## src/rtl/pipe_skid_reg_pkg.sv

```systemverilog
// Shared pipeline-stage definitions: holding-state encoding and its occupancy mapping.
package pipe_skid_reg_pkg;

  typedef enum logic [1:0] {
    ST_EMPTY = 2'd0,
    ST_MAIN  = 2'd1,
    ST_BOTH  = 2'd2
  } pipe_state_e;

  function automatic logic [1:0] state_occ(input pipe_state_e s);
    logic [1:0] occ;
    occ = 2'd0;
    case (s)
      ST_MAIN: occ = 2'd1;
      ST_BOTH: occ = 2'd2;
      default: occ = 2'd0;
    endcase
    return occ;
  endfunction

endpackage

```

## src/rtl/pipe_skid_reg.sv

```systemverilog
// Valid/ready pipeline register: two-entry skid buffer with registered in_ready,
// or a single-entry register with combinational in_ready (SKID_EN=0).
module pipe_skid_reg
  import pipe_skid_reg_pkg::*;
#(
  parameter int DATA_W       = 32,
  parameter int SKID_EN      = 1,
  parameter int CLR_ON_FLUSH = 1
) (
  input  logic              clk,
  input  logic              rst,
  input  logic              flush,
  input  logic              in_valid,
  output logic              in_ready,
  input  logic [DATA_W-1:0] in_data,
  output logic              out_valid,
  input  logic              out_ready,
  output logic [DATA_W-1:0] out_data,
  output logic [1:0]        occupancy
);

  // state | meaning
  // ST_EMPTY | nothing held, upstream may push
  // ST_MAIN  | one entry in main, presented downstream
  // ST_BOTH  | main presented, second entry parked in skid, upstream stalled

  if (SKID_EN != 0) begin : g_skid
    pipe_state_e       state, state_nxt;
    logic              ready_q;
    logic              xfer_in, xfer_out;
    logic [DATA_W-1:0] main_q, skid_q;

    assign xfer_in  = in_valid & ready_q;
    assign xfer_out = (state != ST_EMPTY) & out_ready;

    always_comb begin
      state_nxt = state;
      if (flush) begin
        state_nxt = ST_EMPTY;
      end else begin
        case (state)
          ST_EMPTY: if (xfer_in) state_nxt = ST_MAIN;
          ST_MAIN: begin
            if (xfer_in && !xfer_out)      state_nxt = ST_BOTH;
            else if (!xfer_in && xfer_out) state_nxt = ST_EMPTY;
          end
          ST_BOTH:  if (xfer_out) state_nxt = ST_MAIN;
          default:  state_nxt = ST_EMPTY;
        endcase
      end
    end

    // in_ready is registered from the next state so it never sees out_ready combinationally
    always_ff @(posedge clk or negedge rst) begin
      if (!rst) begin
        state   <= ST_EMPTY;
        ready_q <= 1'b1;
      end else begin
        state   <= state_nxt;
        ready_q <= (state_nxt != ST_BOTH);
      end
    end

    always_ff @(posedge clk or negedge rst) begin
      if (!rst) begin
        main_q <= '0;
        skid_q <= '0;
      end else if (flush) begin
        if (CLR_ON_FLUSH != 0) begin
          main_q <= '0;
          skid_q <= '0;
        end
      end else begin
        case (state)
          ST_EMPTY: if (xfer_in) main_q <= in_data;
          ST_MAIN: begin
            if (xfer_in && xfer_out) main_q <= in_data;
            else if (xfer_in)        skid_q <= in_data;
          end
          ST_BOTH:  if (xfer_out) main_q <= skid_q;
          default: ;
        endcase
      end
    end

    assign in_ready  = ready_q;
    assign out_valid = (state != ST_EMPTY);
    assign out_data  = main_q;
    assign occupancy = state_occ(state);

  end else begin : g_reg
    logic              valid_q;
    logic              ready_c;
    logic [DATA_W-1:0] main_q;

    assign ready_c = ~valid_q | out_ready;

    always_ff @(posedge clk or negedge rst) begin
      if (!rst) begin
        valid_q <= 1'b0;
        main_q  <= '0;
      end else if (flush) begin
        valid_q <= 1'b0;
        if (CLR_ON_FLUSH != 0) main_q <= '0;
      end else if (in_valid && ready_c) begin
        valid_q <= 1'b1;
        main_q  <= in_data;
      end else if (valid_q && out_ready) begin
        valid_q <= 1'b0;
      end
    end

    assign in_ready  = ready_c;
    assign out_valid = valid_q;
    assign out_data  = main_q;
    assign occupancy = {1'b0, valid_q};
  end

endmodule

```

## config.mk

```make
export PLATFORM = sky130hd
export DESIGN_NAME = pipe_skid_reg
export DESIGN_NICKNAME = d
export VERILOG_FILES = /design/src/rtl/pipe_skid_reg_pkg.sv /design/src/rtl/pipe_skid_reg.sv
export SDC_FILE = /design/constraint.sdc
export NUM_CORES = 1
export LEC_CHECK = 0
export CAP_MARGIN = 5
export CORE_ASPECT_RATIO = 1.4
export CORE_UTILIZATION = 53
export DETAILED_ROUTE_END_ITERATION = 12
export PLACE_DENSITY = 0.85
export SLEW_MARGIN = 20
export SYNTH_ARGS = -nofsm -noshare
export SYNTH_HDL_FRONTEND = slang
export SYNTH_SLANG_ARGS = --single-unit
```

## constraint.sdc

```tcl
create_clock -name clk -period 4 [get_ports clk]
set_clock_uncertainty 0.05 [all_clocks]
set_input_delay 0.8 -clock clk [delete_from_list [all_inputs] [get_ports clk]]
set_output_delay 0.8 -clock clk [all_outputs]
set_load 0.1 [all_outputs]
```

; ---- Word level (Yosys, flattened, before mapping)
; Index checks and enable logic that the tools add are counted.
[word_totals]
reg_bits = 67
inputBits = 37
output_inout_bits = 36
wordCells = 40
[op_classes]
n_eq_ne = 7
mux = 15
bitwise = 2
n_reduce_logical = 12
[op_table]
columns = cell, count
row1 = 2-to-1 mux 32 bit, 7
row2 = case mux 32 bit (3 select lines), 1
row3 = 2-to-1 mux 2 bit, 5
row4 = "inequality test 3 bit, second input constant", 3
row5 = case mux 2 bit (3 select lines), 1
row6 = nonzero test 2 bit, 3
row7 = "inequality test 2 bit, second input constant", 2
row8 = case mux 2 bit (2 select lines), 1
row9 = AND reduction 4 bit, 1
row10 = nonzero test 4 bit, 1
row11 = logical AND 1 bit, 3
row12 = AND reduction 3 bit, 1
row13 = bitwise AND 1 bit, 2
row14 = "equality test 2 x 1 -> 1 bit, second input constant", 1
row15 = "equality test 2 bit, second input constant", 1
row16 = logical NOT 1 bit, 2
row17 = logical NOT 2 bit, 1

; ---- Longest topological paths before layout
[depth]
ltp_word = 8
mapped_depth = 6
mapped_depth_nobuf = 4

; ---- Worst setup path before layout
; No wires, ideal clock.
[synth_path]
path_kind = reg2out
from = reg g_skid.state[1]
to = out occupancy[0]
arrival_time_ns = 1.757
required_ns = 3.150
path_slack_ns = 1.393
stages_incl_launch_ff = 2
path_buffers = 0
cell_sequence = dfrtp_1 > nor2b_1
[synth_via]
elab_chain_len = 2
word_cells_on_any_way = 3
classes_between = eq/ne (2) / mux (1)
[synth_rtl]
columns = item, line_no
row1 = from (decl), pipe_skid_reg.sv:28  ; pipe_state_e state, state_nxt;
row2 = from (signal assigned), pipe_skid_reg.sv:59  ; state <= state_nxt;
row3 = equality test 2 bit or equality test 2 x 1 -> 1 bit (tied branches), pipe_skid_reg_pkg.sv:13  ; case (s)
row4 = case mux 2 bit (2 select lines) (*), pipe_skid_reg_pkg.sv:13
row5 = to (decl), pipe_skid_reg.sv:19  ; output logic [1:0] occupancy
; Every way passes the cells marked *; elsewhere a longest branch is shown, timed or not.

; ---- Worst setup path after layout
[layout_path]
from = reg g_skid.state[1]
to = out out_valid
[layout_via]
elab_chain_len = 1
[layout_rtl]
columns = item, line_no
row1 = nonzero test 2 bit, pipe_skid_reg.sv:87  ; assign out_valid = (state != ST_EMPTY);
row2 = to (decl), pipe_skid_reg.sv:16  ; output logic out_valid,
; Every way passes these cells.

==> flow_summary.yaml <==
outcome:
  status: "finished, final reports clean"
global_routing:
  grt_antenna_before_repair: 0
  grt_overflow: 0
  grt_max_degree: 65
  grt_pass1_vias: 2469
  grt_first_pass_wirelength_mm: 11.27
  grt_usage_pct: 24.93
worst_setup_path:
  critPathKind: "flip-flop to output port"
  slowest_delay_ps: 1130
  slowest_stage: "clkdlybuf4s50_1"
  crit_arrival_ps: 2110
  startpoint_type: "flip-flop"
  required_ps: 3150
  worst_setup_path_end_kind: "output port"
  crit_path_max_fanout: 7
  crit_chain: "or2_4 -> clkdlybuf4s50_1"
route:
  drtPass1Iterations: 4
  vias_per_cell: 5.890
  routedWlPerCell_microns: 16.49
  wl_mm: 6.728
  ant_nets: 0
  drc: 0
  drt_iter0_markers: 153
  vias: 2403
power_and_ir_drop:
  power.leakage_nw: 1.718
  seqPwrFrac_pct: 41.4
  cellPowerDensity_mw_per_mm2: 457.8
  clkPwrFrac_pct: 27.8
  swShare_pct: 37.54
  p_switching_mw: 0.6780
  combPwrFrac_pct: 30.8
  intPower_mw: 1.128
  ir_worst_vdd_mv: 0.3024
final_layout:
  fillerInstances: 434
  multi_input_area_sq_mm: 0.001229
  diodes: 0
  drive_above_1_share_pct: 17.06
  fin_nets: 372
  area_delta_synth_final_pct: 30.13
  seqCellArea_sq_mm: 0.001678
floorplan:
  io_pins: 73
  coreArea_sq_mm: 0.005525
  fp.dieH_microns: 91.49
  std_cell_rows: 32
  initial_utilization_pct: 54.87
  die_w_microns: 65.92
  die_area_sq_mm: 0.006031
sta:
  min_period_over_period_pct: 74.12
  worst_pin_slew_ps: 1006
  rsz0062_at_grt: "no"
  worst_slack_ps: 1035
  fmax_ghz: 0.3373
  maxSlewViolCount: 0
  tns_ps: 0
  setup_violations: 0
  maxSlewHeadroom_pct: 32.72
  final_hold_viol_count: 0
  min_period_ps: 2965
clocking:
  clkTransAtPathRegs_ps: 70
  cts_resized: 0
  cts_hold_buf: 0
  postCtsSetupBuffers: 0
  cts_root_buf: "clkbuf_8"
  cts_sinks: 67
  cts.htree.levels: 3
  cts_buffers: 9
  cts_tree: "built"
  clock_latency_ps: 330
  cts_max_path_buffers: 2
place:
  dp_slack_ps: 1044
  port_buffers: 72
  gp_congestion: 0.7318
  dp_hpwl_mm: 4.315
yosys:
  syn_area_sq_mm: 0.003032
  synth_fp_nets: 306
  ys_seq_area_share_pct: 55.34
  ys_types: 25
  synth-seq-cells: 67
  yosysWarnings: 0
  avgSynthCellArea_sq_um: 11.27
  syn_inst: 269
hold_path:
  hold_path.class: "flip-flop to flip-flop"
flow_run:
  drv_cap: 0
-- power by group through the flow --
| stage | clock network [mW] | registers (mW) | logic [mW] |
|---|---|---|---|
| 5_1_grt | 0.544 | 0.753 | 0.582 |
| 2_1_floorplan | 0 | 1.01 | 0.159 |
| 4_1_cts | 0.512 | 0.749 | 0.559 |
| 6_report | 0.502 | 0.749 | 0.556 |
| 3_3_place_gp | 0 | 0.760 | 0.548 |
| 3_5_place_dp | 0 | 0.760 | 0.558 |
-- path summary, 6_finish.rpt --
check                                               from                            end  slack, ps  cells after the start
min                        g_skid.skid_q[19]$_DFFE_PN0P_  g_skid.skid_q[19]$_DFFE_PN0P_        460                      1
max reg2reg                    g_skid.state[0]$_DFF_PN0_       out_data[11]$_DFFE_PN0P_       1880                      5
min in group asynchronous                            rst   g_skid.skid_q[0]$_DFFE_PN0P_        490                      1
max                            g_skid.state[1]$_DFF_PN0_                      out_valid       1040                      2
min reg2reg                g_skid.skid_q[19]$_DFFE_PN0P_  g_skid.skid_q[19]$_DFFE_PN0P_        460                      1
max in group asynchronous                            rst             in_ready$_DFF_PN1_       2470                      2
-- registers in the layout, summed over array words and instances, names as in the netlist --
register	cells
g_skid.skid_q	32
in_ready	1
out_data	32
g_skid.state	2
-- kinds of logic (layout without fill, tap and decap cells) --
kind of cell / Yosys count / in the layout / share of synthesized area (%)
flip-flops: 67 / 67 / 55.34
AO/OA/AOI/OAI: 69 / 69 / 25.92
AND/OR/NAND/NOR: 108 / 108 / 14.36
buffers and inverters: 25 / 96 / 4.374
-- cells in the mapped netlist --
cell type | count | area share (%)
dfrtp_1 | 66 | 54
nand4b_1 | 2 | 0.58
o211ai_4 | 1 | 0.70
nor3_1 | 1 | 0.16
buf_6 | 3 | 1.1
nand3b_1 | 2 | 0.50
or2_4 | 1 | 0.29
nand3_1 | 1 | 0.16
a211o_1 | 1 | 0.29
nand2_1 | 65 | 8.0
buf_4 | 2 | 0.50
dfstp_2 | 1 | 0.87
inv_2 | 1 | 0.12
o21a_1 | 1 | 0.25
a22o_1 | 32 | 9.2
nor2_1 | 34 | 4.2
buf_2 | 7 | 1.2
a21o_1 | 1 | 0.25
a311oi_2 | 28 | 14
clkbuf_1 | 11 | 1.4
nor2b_1 | 1 | 0.21
nand2b_1 | 1 | 0.21
a21oi_1 | 1 | 0.16
inv_1 | 1 | 0.12
a311oi_1 | 4 | 1.2
-- area by class of cell --
cell class / count / share of cell area, %
sequential: 67 / 42.53
multi-input combinational: 177 / 31.15
timing repair buffer: 78 / 19.41
clock buffer: 12 / 3.933
tap: 68 / 2.157
clock inverter: 4 / 0.6343
inverter: 2 / 0.1903
-- per-stage QoR --
stage          instance area [sq um]  util [%]  std cells  total power [mW]  hold slack, ps
5_1_grt                         3945     71.40        408             1.878           467.0
6_report                        3945     71.40        408             1.806           457.8
2_1_floorplan                   3032         -        269             1.165           423.0
4_1_cts                         3945     71.40        408             1.819           461.0
3_3_place_gp                    3765     68.14        392             1.308           437.2
3_5_place_dp                    3765     68.14        392             1.318           441.4
-- metal layers --
| layer | vias up | global-route usage, % | wire [microns] |
|---|---|---|---|
| met4 | 0 | 12.14 | 110 |
| met1 | 1221 | 30.13 | 2783 |
| met5 | - | 0 | 0 |
| met3 | 11 | 4.774 | 226 |
| li1 | 1100 | - | - |
| met2 | 71 | 41.50 | 3608 |
-- worst max-delay path: cells and delay by family, from the launching register on --
family / cells / cell delay (ps)
buffers and inverters: 1 / 1130
and+or+nand+nor: 1 / 200
DFF: 1 / 460
-- cell usage in the layout (no fill, tap or decap), types with 2 or more instances in the layout --
master           netlist  layout
a311oi_2              28      28
clkbuf_8               0      11
nor2_1                34      33
nand2_1               65      65
dfrtp_1               66      66
a311oi_1               4       4
clkinvlp_4             0       2
a22o_1                32      32
nand4b_1               2       2
clkdlybuf4s50_1        0      69
clkinv_2               0       2
buf_2                  7       2
buf_4                  2       6
nand3b_1               2       2
Power figures use the tool's default switching activity.
